### src/rtl/score_display_pkg.sv
// Shared definitions for the score display controller.
//   state_t   : controller FSM encoding (IDLE / SHIFT / LOAD)
//   SEG_BLANK : active-low pattern for an unlit 7-segment digit
//   MAX_SCORE : largest score the six-digit display can show
//   dd_adj    : double-dabble nibble correction (+3 when >= 5)
package score_display_pkg;

  typedef enum logic [1:0] {
    IDLE  = 2'd0,
    SHIFT = 2'd1,
    LOAD  = 2'd2
  } state_t;

  localparam logic [6:0]  SEG_BLANK = 7'h7F;
  localparam logic [19:0] MAX_SCORE = 20'd999999;

  // A BCD nibble of 5..9 would exceed 9 after the next doubling, so it is
  // pre-corrected by +3 to carry into the next decimal digit on the shift.
  function automatic logic [3:0] dd_adj(input logic [3:0] n);
    return (n >= 4'd5) ? n + 4'd3 : n;
  endfunction

endpackage

### src/rtl/score_display_ctrl_hex_decoder.sv
// hex_decoder: one hex digit to active-low 7-segment pattern.
//   sw  [3:0] : digit value 0..F
//   hex [6:0] : segments {g,f,e,d,c,b,a}, 0 = lit
module hex_decoder (
  input  logic [3:0] sw,
  output logic [6:0] hex
);

  always_comb begin
    hex = 7'h7F;
    case (sw)
      4'h0: hex = 7'b1000000;
      4'h1: hex = 7'b1111001;
      4'h2: hex = 7'b0100100;
      4'h3: hex = 7'b0110000;
      4'h4: hex = 7'b0011001;
      4'h5: hex = 7'b0010010;
      4'h6: hex = 7'b0000010;
      4'h7: hex = 7'b1111000;
      4'h8: hex = 7'b0000000;
      4'h9: hex = 7'b0010000;
      4'hA: hex = 7'b0001000;
      4'hB: hex = 7'b0000011;
      4'hC: hex = 7'b1000110;
      4'hD: hex = 7'b0100001;
      4'hE: hex = 7'b0000110;
      4'hF: hex = 7'b0001110;
      default: hex = 7'h7F;
    endcase
  end

endmodule

### src/rtl/score_display_ctrl.sv
// score_display_ctrl: binary score -> six 7-segment digits.
// A score is taken over a valid/ready handshake, clamped to 999999,
// converted by iterative double-dabble (one bit per cycle) and latched into
// the digit register in one step, so the displays never show partial digits.
//   clock, reset       : system clock, synchronous active-high reset
//   score, score_valid : producer side, score sampled on accept
//   score_ready        : high in IDLE
//   busy               : conversion running
//   done               : one-cycle pulse while new digits are being latched
//   HEX0..HEX5         : active-low segments, HEX0 = least significant digit
module score_display_ctrl
  import score_display_pkg::*;
#(
  parameter int BIN_W    = 20,
  parameter int DIGITS   = 6,
  parameter int BLANK_LZ = 1
) (
  input  logic             clock,
  input  logic             reset,
  input  logic [BIN_W-1:0] score,
  input  logic             score_valid,
  output logic             score_ready,
  output logic             busy,
  output logic             done,
  output logic [6:0]       HEX0,
  output logic [6:0]       HEX1,
  output logic [6:0]       HEX2,
  output logic [6:0]       HEX3,
  output logic [6:0]       HEX4,
  output logic [6:0]       HEX5
);

  localparam int               CNT_W    = $clog2(BIN_W);
  localparam int               SH_W     = 4*DIGITS + BIN_W;
  localparam logic [CNT_W-1:0] CNT_LAST = CNT_W'(BIN_W-1);
  localparam logic [BIN_W-1:0] MAX_W    = BIN_W'(MAX_SCORE);

  state_t                   state, state_nxt;
  logic [BIN_W-1:0]         bin_sh;
  logic [DIGITS-1:0][3:0]   bcd_sh, bcd_adj, digits;
  logic [CNT_W-1:0]         cnt;
  logic [BIN_W-1:0]         score_sat;
  logic [SH_W-1:0]          sh_cat, sh_nxt;
  logic                     accept;

  assign score_sat = (score > MAX_W) ? MAX_W : score;
  assign accept    = score_valid & score_ready;

  // ---------------- FSM ----------------
  always_ff @(posedge clock) begin
    if (reset) state <= IDLE;
    else       state <= state_nxt;
  end

  always_comb begin
    state_nxt = state;
    case (state)
      IDLE:    if (score_valid)     state_nxt = SHIFT;
      SHIFT:   if (cnt == CNT_LAST) state_nxt = LOAD;
      LOAD:                         state_nxt = IDLE;
      default:                      state_nxt = IDLE;
    endcase
  end

  // Moore outputs decoded straight from the state register.
  always_comb begin
    score_ready = 1'b0;
    busy        = 1'b0;
    done        = 1'b0;
    case (state)
      IDLE:    score_ready = 1'b1;
      SHIFT:   busy        = 1'b1;
      LOAD:    done        = 1'b1;
      default: ;
    endcase
  end

  // ---------------- double-dabble datapath ----------------
  always_comb begin
    bcd_adj = bcd_sh;
    for (int i = 0; i < DIGITS; i++) bcd_adj[i] = dd_adj(bcd_sh[i]);
  end

  // Corrected BCD and remaining binary shift left together as one register.
  assign sh_cat = {bcd_adj, bin_sh};
  assign sh_nxt = {sh_cat[SH_W-2:0], 1'b0};

  always_ff @(posedge clock) begin
    if (reset) begin
      bin_sh <= '0;
      bcd_sh <= '0;
      cnt    <= '0;
      digits <= '0;
    end else begin
      case (state)
        IDLE: if (accept) begin
          bin_sh <= score_sat;
          bcd_sh <= '0;
          cnt    <= '0;
        end
        SHIFT: begin
          {bcd_sh, bin_sh} <= sh_nxt;
          cnt              <= cnt + 1'b1;
        end
        LOAD:    digits <= bcd_sh;
        default: ;
      endcase
    end
  end

  // ---------------- segment decode + leading-zero blanking ----------------
  // lz[i]: digit i and every higher digit are zero.
  logic [DIGITS:0]        lz;
  logic [DIGITS-1:0][6:0] seg_raw, seg;

  assign lz[DIGITS] = 1'b1;

  for (genvar i = 0; i < DIGITS; i++) begin : g_dig
    assign lz[i] = (digits[i] == 4'd0) & lz[i+1];

    hex_decoder u_hex (
      .sw  (digits[i]),
      .hex (seg_raw[i])
    );

    if (i == 0 || BLANK_LZ == 0) begin : g_lit
      assign seg[i] = seg_raw[i];
    end else begin : g_blank
      assign seg[i] = lz[i] ? SEG_BLANK : seg_raw[i];
    end
  end

  // lz[0] only terminates the chain; digit 0 is never blanked.
  logic unused_lz0;
  assign unused_lz0 = lz[0];

  assign HEX0 = seg[0];
  assign HEX1 = seg[1];
  assign HEX2 = seg[2];
  assign HEX3 = seg[3];
  assign HEX4 = seg[4];
  assign HEX5 = seg[5];

endmodule

### config.mk
export PLATFORM = sky130hd
export DESIGN_NAME = score_display_ctrl
export DESIGN_NICKNAME = d
export VERILOG_FILES = /design/src/rtl/score_display_pkg.sv /design/src/rtl/score_display_ctrl_hex_decoder.sv /design/src/rtl/score_display_ctrl.sv
export SDC_FILE = /design/constraint.sdc
export NUM_CORES = 1
export LEC_CHECK = 0
export CAP_MARGIN = 0
export CORE_UTILIZATION = 35
export CTS_CLUSTER_DIAMETER = 30
export DETAILED_ROUTE_END_ITERATION = 8
export PLACE_DENSITY = 0.52
export SLEW_MARGIN = 25
export SYNTH_ARGS = -nofsm -noshare
export SYNTH_HDL_FRONTEND = slang
export SYNTH_SLANG_ARGS = --single-unit
### constraint.sdc
create_clock -name clock -period 4.7 [get_ports clock]
set_input_delay 0.47 -clock clock [delete_from_list [all_inputs] [get_ports clock]]
set_output_delay 0.47 -clock clock [all_outputs]
set_load 0.01 [all_outputs]
* Yosys cells after proc, flatten, opt, wreduce, memory -nomap -nowiden
Memory sizes are Yosys's and may differ from the RTL's. A register that Yosys moved wholly into a read port is not among the register bits. Index checks and enable logic that the tools add are counted. Widths: inputs -> output; s select.
Word-level totals: memories kept 6, register bits after elaboration 75, bits in read-only memories 672, output and inout port bits 45, word-level logic and storage cells 91, bits of input ports 23
Operators by class: reduce and logical (&&, ||, !) cells 9, mux-type cells 36, magnitude comparators 7, equality and inequality tests 6, $add $sub $neg 7, bitwise logic cells 5
Memories:
- (name not given) | words 16, bits a word 7, read ports 1, clocked after memory_dff 1, write ports 0, line score_display_ctrl_hex_decoder.sv:11 | case (sw)
- (name not given) | words 16, bits a word 7, read ports 1, clocked after memory_dff 1, write ports 0, line score_display_ctrl_hex_decoder.sv:11
- (name not given) | words 16, bits a word 7, read ports 1, clocked after memory_dff 1, write ports 0, line score_display_ctrl_hex_decoder.sv:11
- (name not given) | words 16, bits a word 7, read ports 1, clocked after memory_dff 1, write ports 0, line score_display_ctrl_hex_decoder.sv:11
- (name not given) | words 16, bits a word 7, read ports 1, clocked after memory_dff 1, write ports 0, line score_display_ctrl_hex_decoder.sv:11
- (name not given) | words 16, bits a word 7, read ports 1, clocked after memory_dff 1, write ports 0, line score_display_ctrl_hex_decoder.sv:11
Operators by type and width (count):
- $mux 4 | 17
- $pmux 24 s2 | 1
- $mux 20 | 2
- $pmux 20 s2 | 1
- $mux 7 | 5
- $ge 4x3->1 const B | 6
- $mux 24 | 1
- $add 4x2->4 const B | 5
- $gt 20x20->1 const B | 1
- $logic_not 4->1 | 5
- $pmux 5 s2 | 1
- $ne 2x2->1 const B | 3
- $add 5x1->5 const B | 1
- $and 1x1->1 | 5
- $eq 5x5->1 const B | 1
- $mux 5 | 1
- $mux 2 | 2
- $pmux 2 s2 | 1
- $reduce_and 2->1 | 2
- $add 3x2->3 const B | 1
- $mux 1 | 3
- $mux 3 | 1
- $eq 2x1->1 const B | 1
- $eq 2x2->1 const B | 1
- 2 further kinds | 2

* Logic depth before layout (Yosys ltp)
Gate-level depths: netlist (run 1).
word-level depth 6, depth in mapped cells 9, mapped depth without buffers 8

* Modules after synthesis
Synthesis (run 1) repeated with hierarchy kept, for this count alone.
Second synthesis, totals: cells, all modules 642, area, all modules 5366.4 µm²
By module, submodules not included:
- score_display_ctrl | cells each 451, area an instance 3737.3 µm², sequential area each 1501.4 µm², times used 1
- hex_decoder (g_dig[1].u_hex ...) | cells each 32, area an instance 275.3 µm², sequential area each 0.0 µm², times used 5
- hex_decoder (g_dig[0].u_hex) | cells each 31, area an instance 252.7 µm², sequential area each 0.0 µm², times used 1

* Worst setup path before layout (run 1)
Ideal clock, no wire load.
path kind register -> register, start reg state[0], end reg, netlist name g_dig[4].u_hex.hex[0], path buffers 2, data arrival time 1.999 ns, cell stages (with the launch flop) 9, data required time 4.578 ns, period minus slack after synthesis 2.121 ns, slack 2.579 ns, library setup time 0.122 ns, path through dfxtp_1 -> nand2b_4 -> buf_4 -> buf_4 -> nand2_1 -> a21oi_1 -> inv_1 -> ha_1 -> a221o_1
On the way: longest elaborated chain between the ends 3
Ends and longest elaborated chain:
- start, declared | line score_display_ctrl.sv:38 | state_t state, state_nxt;
- start signal, assigned | line score_display_ctrl.sv:52 | else state <= state_nxt;
- $eq 2x2->1 | line score_display_ctrl.sv:95 | case (state)
- $mux 4 (no line) (2 in series)
Every way passes these cells. A chain may end at the register's enable or synchronous reset.

* Worst setup path in the final report (run 1)
start reg digits[20] (netlist name), end out HEX1[0]
On the way: longest elaborated chain between the ends 6
Ends and longest elaborated chain:
- start, declared | line score_display_ctrl.sv:40 | logic [DIGITS-1:0][3:0] bcd_sh, bcd_adj, digits;
- start signal, assigned | line score_display_ctrl.sv:105 | LOAD: digits <= bcd_sh;
- $logic_not 4->1 | line score_display_ctrl.sv:119 | assign lz[i] = (digits[i] == 4'd0) & lz[i+1];
- $and 1x1->1 (4 in series) | line score_display_ctrl.sv:119
- $mux 7 | line score_display_ctrl.sv:129 | assign seg[i] = lz[i] ? SEG_BLANK : seg_raw[i];
- end, declared | line score_display_ctrl.sv:26 | output logic [6:0] HEX1,
Every way passes these cells.

==> flow_metrics.tcl, run 1 <==
set metrics [dict create \
    finalHoldViolCount 0 \
    synth.distinct_cells 58 \
    port_buffers 67 \
    overflow 0 \
    rsz0062_at_grt "no" \
    place_congestion 0.797 \
    setup_viol 0 \
    fin_cells 945 \
    slew_viol_final 0 \
    synth-seq-area-share_pct 37.2 \
    max_cap_violations 0 \
    critPathCaptureType "primary output" \
    clkSinkCount 117 \
    track_usage_pct 15.0 \
    grt_start_max_net_pins 47 \
    intPower_mw 1.86 \
    die_h_microns 136 \
    path_buf_inv 1 \
    drive_gt1_share_pct 11.9 \
    required_ps 4230 \
    cpLargestDelayFamily "simple AND/OR/NAND/NOR gates" \
    synth.area.top_cells "dfxtp_1 37%, ha_1 9.7%, mux2i_1 7.5%" \
    cpMostUsedCell "nand2b_1" \
    slowest_stage "nor4_4" \
    p_seq_share_pct 42.8 \
    n_antenna_cell 0 \
    ys_ff_latch 117 \
    p_total_mw 2.39 \
    fin_crit_ps 3310 \
    place_inst 913 \
    pin_count 68 \
    p_switching_mw 0.530 \
    synthCells 648 \
    cp_data_arrival_time_ps 2840 \
    synth_largest_area_cell "dfxtp_1" \
    async_flop_share_pct 0 \
    grt_pass1_vias 4674 \
    layout.nets 779 \
    setup_slack_ps 1390 \
    dieArea_sq_um 18500 \
    yosysTopAreaCellShare_pct 37.2 \
    vias 4856 \
    pre_cts_ws_ps 1360 \
    fmax_mhz 302 \
    detail-route-antenna-nets 0 \
    hp-class "reg -> reg" \
    wl_microns 13000 \
    outcome "finished clean" \
    dpl.hpwl_microns 8890 \
    p_leak_nw 3.03 \
    p_clk_share_pct 52.1 \
    grt_antenna_before_repair 0 \
    post-route-util_pct 43.9 \
    synth_fp_nets 720 \
    place_area_sq_um 7080 \
    vdd_ir_drop_max_mv 0.245 \
    hold_ws_ps 462 \
    synth_ff_type "dfxtp_1" \
    cts_root_buf "clkbuf_16" \
    start_util_pct 36.1 \
    crit_chain "nor4_4 -> nand4_1 -> nand2b_1 -> nand2b_1 -> clkdlybuf4s50_1" \
    cts.htree.levels 4 \
    area_growth_pct 21.7 \
    fin_tns_setup_ps 0 \
    grt_pass1_wl_microns 22100 \
    stdcell_area_sq_um 7650 \
    die_w_microns 136 \
    n_fill_cell 1690 \
    cts_tree "yes" \
    pwr_density_cell_nw_per_um2 312 \
    yosysMostFrequentCell "dfxtp_1" \
    wl_per_cell_microns 13.8 \
    post_cts_resized 0 \
    cts_hold_buf 0 \
    synth_commonest_cells "117 x dfxtp_1, 49 x ha_1, 47 x mux2i_1, 45 x inv_1, 36 x nand2b_1" \
    critPathKind "reg -> out" \
    worst_slew_pin_slew_ps 976 \
    drtPass1Iterations 5 \
    core_area_sq_um 17400 \
    start_kind "flip-flop" \
    syn_area_sq_um 6290 \
    row_count 48 \
    clock_latency_ps 410 \
    viasPerCell 5.14 \
    synth_edf_count 0 \
    maxSlewHeadroom_pct 34.8 \
    cts_buffer_depth 2 \
    slowest_delay_ps 550 \
    fin_crit_sh_pct 70.3 \
    switching_share_pct 22.2 \
    yosys_warnings 0 \
    crit_fanout 10 \
    drc 0 \
    cts_buffers 17 \
    clk_pin_slew_ps 50 \
    cts_setup_buffers 0 \
    fin_worst_skew_ps 4.14 \
    avgSynthCellArea_sq_um 9.71 \
    drt_iter0_markers 155 \
    pwr-share-comb_pct 5.1 \
]
-- registers in the layout (all words and copies together), names as in the netlist --
signal           count
bin_sh              20
g_dig.u_hex.hex     42
digits              24
state                2
bcd_sh              24
cnt                  5
-- worst register-to-register path, delay by kind of cell, from the launching register on --
family,cells,cell delay [ps]
buf+inv,2,500
flops,1,510
simple gates,2,630
compound gates,2,820
fa+ha+maj,1,300
-- metal layers --
layer | track usage, % | wire length, microns | vias to the layer above
met5 | 0 | 0 | -
met4 | 5.56 | 189 | 0
met3 | 4.06 | 482 | 19
met2 | 24.9 | 6160 | 85
met1 | 18.4 | 6220 | 2276
li1 | - | - | 2476
-- final cells by class --
class / instances / area (sq um) / area share, %
Inverter: 53 / 199 / 2.60
Clock inverter: 10 / 105 / 1.37
Timing Repair Buffer: 71 / 701 / 9.15
Clock buffer: 22 / 464 / 6.07
Sequential cell: 117 / 2340 / 30.6
Tap cell: 225 / 282 / 3.68
Multi-Input combinational cell: 447 / 3560 / 46.5
-- power by group through the flow --
stage	Sequential, mW	Clock (mW)	Combinational [mW]
6_report	1.02	1.24	0.123
2_1_floorplan	1.04	0	0.0805
3_3_place_gp	1.04	0	0.121
4_1_cts	1.02	1.27	0.124
3_5_place_dp	1.04	0	0.123
5_1_grt	1.02	1.32	0.137
-- final timing paths --
| kind | from | end | slack, ps | depth (start not counted) |
|---|---|---|---|---|
| setup reg to reg | state[0]$_SDFFE_PP0P_ | g_dig[3].u_hex.hex[0]$_DFF_P_ | 1830 | 7 |
| setup / recovery | digits[20]$_SDFFE_PP0P_ | HEX1[0] | 1390 | 5 |
| hold reg to reg | bin_sh[15]$_SDFFE_PP0P_ | bin_sh[15]$_SDFFE_PP0P_ | 460 | 2 |
| hold / removal | bin_sh[15]$_SDFFE_PP0P_ | bin_sh[15]$_SDFFE_PP0P_ | 460 | 2 |
-- cell families after synthesis --
kind of cell    synth area share [%]
simple gates                    18.1
buf+inv                         6.30
xor+xnor                        1.95
mux                             7.66
flops                           37.2
fa+ha+maj                       9.75
compound gates                  19.1
-- cell usage in the layout (no fill, tap or decap), types with 6 or more instances in the layout --
cell type          n
nor2_1            27
o22ai_1           25
a31o_2            16
nand2b_1          36
nand2_1           19
dfxtp_1          117
o21ai_0           19
and3_1            11
o31ai_1            7
xnor2_1           12
mux2i_1           47
o2bb2ai_1          6
nor4bb_1          15
nand3_1           13
clkbuf_16         17
a32o_1             8
nor3_1            11
a21oi_1           24
a22o_1            11
or2_2              8
a211oi_1           9
clkdlybuf4s50_1   67
inv_2              8
ha_1              49
clkinv_2           6
inv_1             45
a31oi_2            6
No activity file was read; power rests on OpenSTA's default activity.
==> run 2, diff against run 1 <==
clock period = 3.4 ns   (was 4.7 ns; I/O delays follow)
==> run 2 against run 1 <==
Against the previous run: critical path type unchanged; global-route usage is 0.48 points higher; sequential share of layout area is 0.10 points lower; wire length is 4.1% higher; combinational power is 41% higher; total power is 38% higher.
==> flow_metrics.tcl, run 2 (synthesis results as in run 1) <==
set metrics [dict create \
    p_leak_nw 3.05 \
    cts_tree "yes" \
    crit_start "digits[12]$_SDFFE_PP0P_" \
    largest_reg_flops 42 \
    post_cts_resized 0 \
    place_inst 918 \
    clock_latency_ps 410 \
    area_growth_pct 22.1 \
    n_antenna_cell 0 \
    slowest_stage "clkdlybuf4s50_1" \
    grt_pass1_vias 4783 \
    cts_hold_buf 0 \
    cpMostUsedCell "nand2b_1" \
    dpl.hpwl_microns 9170 \
    cp_data_arrival_time_ps 2480 \
    grt_antenna_before_repair 0 \
    start_kind "flip-flop" \
    critPathKind "reg -> out" \
    vias 4896 \
    layout_common_cells "117 x dfxtp_1, 67 x clkdlybuf4s50_1, 49 x ha_1" \
    cts_root_buf "clkbuf_16" \
    place_congestion 0.773 \
    dieArea_sq_um 18500 \
    cts_buffer_depth 2 \
    ff_latch_area_sq_um 2340 \
    fin_cells 949 \
    holdCritStartpoint "bin_sh[15]$_SDFFE_PP0P_" \
    setup_viol 0 \
    layout_commonest_cell "dfxtp_1" \
    clk_pin_slew_ps 50 \
    vdd_ir_drop_max_mv 0.364 \
    multi_input_area_sq_um 3550 \
    viasPerCell 5.16 \
    core_area_sq_um 17400 \
    hp-class "reg -> reg" \
    fin_crit_ps 2820 \
    maxSlewHeadroom_pct 52.0 \
    drc 0 \
    fmax_mhz 355 \
    port_buffers 67 \
    drtPass1Iterations 4 \
    slew_viol_final 0 \
    track_usage_pct 15.5 \
    slowest_delay_ps 530 \
    drt_iter0_markers 190 \
    pwr_density_cell_nw_per_um2 430 \
    start_util_pct 36.1 \
    wl_per_cell_microns 14.3 \
    rsz0062_at_grt "no" \
    fin_worst_skew_ps 5.71 \
    worst_slew_pin_slew_ps 719 \
    wl_microns 13600 \
    clkSinkCount 117 \
    grt_pass1_wl_microns 22700 \
    fin_crit_sh_pct 82.8 \
    detail-route-antenna-nets 0 \
    die_h_microns 136 \
    max_cap_violations 0 \
    cts.htree.levels 4 \
    cts_setup_buffers 0 \
    crit_chain "nor4_1 -> nand4_1 -> buf_4 -> nand2b_1 -> nand2b_1 -> clkdlybuf4s50_1" \
    row_count 48 \
    overflow 0 \
    critPathCaptureType "primary output" \
    layout.nets 784 \
    timing.rr.start "state[1]$_SDFFE_PP0P_" \
    crit_fanout 8 \
    outcome "finished clean" \
    required_ps 3060 \
    n_fill_cell 1702 \
    grt_start_max_net_pins 43 \
    die_w_microns 136 \
    finalHoldViolCount 0 \
    pin_count 68 \
    drive_gt1_share_pct 11.9 \
    cts_buffers 17 \
    fin_tns_setup_ps 0 \
]
-- run 2: cell types whose count changed in the layout (fill, tap and decap cells not counted) --
cell and delta:
nor3b_4 -1, nor3b_2 +1, clkinvlp_4 -2, clkbuf_1 +4
clkbuf_8 +1, clkinv_2 -4, buf_4 +5
-- run 2: worst paths after layout --
path | slack [ps] | endpoint | cells past startpoint
worst max-delay path | 580 | HEX1[0] | 6
worst min-delay path | 460 | bin_sh[15]$_SDFFE_PP0P_ | 2
worst max register to register | 850 | bcd_sh[15]$_SDFFE_PP0P_ | 6
worst min register to register | 460 | bin_sh[15]$_SDFFE_PP0P_ | 2
-- run 2: routing by layer --
metal | wire length (microns) | track usage (%) | vias up
met1 | 6480 | 19.0 | 2311
li1 | - | - | 2489
met2 | 6490 | 25.5 | 79
met5 | 0 | 0 | -
met4 | 223 | 7.28 | 0
met3 | 380 | 3.54 | 17
-- run 2: report_power, final --
part,internal (mW),switching (mW),total (mW)
Sequential,1.40,0.0130,1.41
Clock,1.13,0.590,1.72
Combinational,0.0693,0.105,0.174
-- run 2: cell type report --
| type | instances | area share, % |
|---|---|---|
| clock inverter | 4 | 0.912 |
| clock buffer | 27 | 6.42 |
| multi-input combinational | 447 | 46.3 |
| timing repair buffer | 76 | 9.61 |
| inverter | 53 | 2.59 |
| sequential | 117 | 30.5 |
| tap | 225 | 3.67 |
-- run 2: per-stage QoR --
step | utilization, % | area (sq um) | hold slack (ps) | worst slack (ps) | total power [mW]
finish | 44.1 | 7680 | 459 | 584 | 3.31
CTS | 44.1 | 7680 | 459 | 563 | 3.35
detailed placement | 40.9 | 7120 | 452 | 711 | 1.61
global route | 44.1 | 7680 | 473 | 428 | 3.44
floorplan | - | 6290 | 426 | 1280 | 1.55
global placement | 40.8 | 7110 | 453 | 805 | 1.61
-- run 2: critical path: cells and delay by family, from the launching register on --
kind / cells / cell delay [ps]
AND/OR/NAND/NOR: 4 / 1020
buffers and inverters: 2 / 730
flip-flops: 1 / 320
==> run 3, diff against run 2 <==
clock period = 2.8 ns   (was 3.4 ns; I/O delays follow)
==> run 3 against run 2 <==
Against the previous run: clock-buffer cell count shrank 3; global-route usage grew 0.081 points; worst setup slack lost 380 ps; utilization grew 0.34 points; register-to-register slack lost 390 ps; design area grew 0.78%; non-clock buffer count grew 8; highest routed layer unchanged; wire length shrank 1.8%; sequential cell count is the same.
==> flow_metrics.tcl, run 3 (synthesis results as in run 1) <==
set metrics [dict create \
    track_usage_pct 15.6 \
    drt_iter0_markers 214 \
    core_area_sq_um 17400 \
    cpLargestDelayFamily "simple AND/OR/NAND/NOR gates" \
    clkSinkCount 117 \
    detail-route-antenna-nets 0 \
    cts_hold_buf 0 \
    post_cts_resized 1 \
    cts_root_buf "clkbuf_16" \
    fmax_mhz 386 \
    n_fill_cell 1672 \
    pwr_density_cell_nw_per_um2 508 \
    vias 4875 \
    cpMostUsedCell "nand2b_1" \
    maxSlewHeadroom_pct 57.9 \
    finalHoldViolCount 0 \
    layout.nets 792 \
    fin_crit_ps 2590 \
    layout_common_cells "117 x dfxtp_1, 67 x clkdlybuf4s50_1, 49 x ha_1" \
    dpl.hpwl_microns 9410 \
    drtPass1Iterations 4 \
    drc 0 \
    start_kind "flip-flop" \
    worst_slew_pin_slew_ps 629 \
    die_h_microns 136 \
    crit_chain "nor4_2 -> nand4_1 -> nand2b_1 -> nand2b_1 -> clkdlybuf4s50_1" \
    vdd_ir_drop_max_mv 0.429 \
    required_ps 2520 \
    crit_fanout 7 \
    cts_setup_buffers 0 \
    cts_tree "yes" \
    row_count 48 \
    place_congestion 0.823 \
    port_buffers 67 \
    hold_ws_ps 410 \
    setup_viol 0 \
    n_antenna_cell 0 \
    cts_buffers 17 \
    critPathCaptureType "primary output" \
    pin_count 68 \
    max_cap_violations 0 \
    dieArea_sq_um 18500 \
    p_total_mw 3.93 \
    clock_latency_ps 410 \
    path_buf_inv 1 \
    die_w_microns 136 \
    viasPerCell 5.10 \
    slew_viol_final 0 \
    wl_microns 13300 \
    cts.htree.levels 4 \
    grt_pass1_vias 4888 \
    fin_tns_setup_ps 0 \
    grt_start_max_net_pins 27 \
    fin_cells 955 \
    drive_gt1_share_pct 13.4 \
    critPathKind "reg -> out" \
    largest_reg_flops 42 \
    cts_buffer_depth 2 \
    start_util_pct 36.1 \
    place_inst 926 \
    clk_pin_slew_ps 50 \
    wl_per_cell_microns 14.0 \
    p_leak_nw 3.10 \
    grt_antenna_before_repair 0 \
    fin_worst_skew_ps 5.53 \
    cp_data_arrival_time_ps 2310 \
    hp-class "in -> reg" \
    fin_crit_sh_pct 92.6 \
    slowest_delay_ps 530 \
    rsz0062_at_grt "no" \
    outcome "finished clean" \
    layout_commonest_cell "dfxtp_1" \
    grt_pass1_wl_microns 22700 \
    slowest_stage "clkdlybuf4s50_1" \
    area_growth_pct 23.0 \
    overflow 0 \
]
==> run 3: cell types whose count changed in the layout (fill, tap and decap cells not counted) <==
| cell | previous run | this run |
|---|---|---|
| clkinv_2 | 2 | 4 |
| bufinv_16 | 2 | 1 |
| clkbuf_8 | 3 | 4 |
| nor4_4 | 1 | 2 |
| buf_4 | 9 | 17 |
| clkbuf_1 | 7 | 3 |
| nor4_1 | 5 | 3 |
| nor4_2 | 0 | 1 |
==> run 3: power by group <==
group	switching (mW)	internal [mW]	leakage (nW)	total (mW)
Sequential	0.0185	1.70	0.947	1.72
Clock	0.711	1.29	0.272	2.00
Combinational	0.126	0.0882	1.88	0.214
==> run 3: per-stage QoR <==
stage          util [%]  setup slack (ps)  area, sq um
2_1_floorplan         -               679         6290
3_3_place_gp       41.2               330         7170
3_5_place_dp       41.2               249         7170
4_1_cts            44.3              44.9         7720
5_1_grt            44.4              43.9         7740
6_report           44.4               206         7740
==> run 3: cell type report <==
cell class,instances,area [sq um],share of cell area (%)
flip-flops and latches,117,2340,30.3
repair buffers,84,798,10.3
multi-input cells,447,3580,46.2
clock buffers,24,492,6.35
well taps,225,282,3.64
inverters,53,199,2.57
clock inverters,5,50.0,0.647
==> run 3: layer usage <==
layer  part of all wire [%]  GRT usage, %  vias up  wire, microns
li1                       -             -     2502              -
met1                     47          18.5     2262           6320
met2                     47          26.2       92           6220
met3                    3.6          3.54       19            477
met4                    2.3          7.72        0            312
met5                      0             0        -              0
==> run 3: worst paths after layout <==
path / from / endpoint / slack (ps) / cells after the start
max: digits[12]$_SDFFE_PP0P_ / HEX1[5] / 210 / 5
min: score[3] / bin_sh[3]$_SDFFE_PP0P_ / 410 / 3
max reg2reg: state[1]$_SDFFE_PP0P_ / g_dig[1].u_hex.hex[0]$_DFF_P_ / 460 / 7
min reg2reg: bin_sh[19]$_SDFFE_PP0P_ / bcd_sh[0]$_SDFFE_PP0P_ / 460 / 2
==> run 3: worst reg2reg max path: stages, from the launching register on <==
cell and delay (ps):
dfxtp_1 570, buf_4 280, nor4bb_1 400, a31o_2 240, inv_1 100, ha_1 220, and3_1 150, a211o_1 260
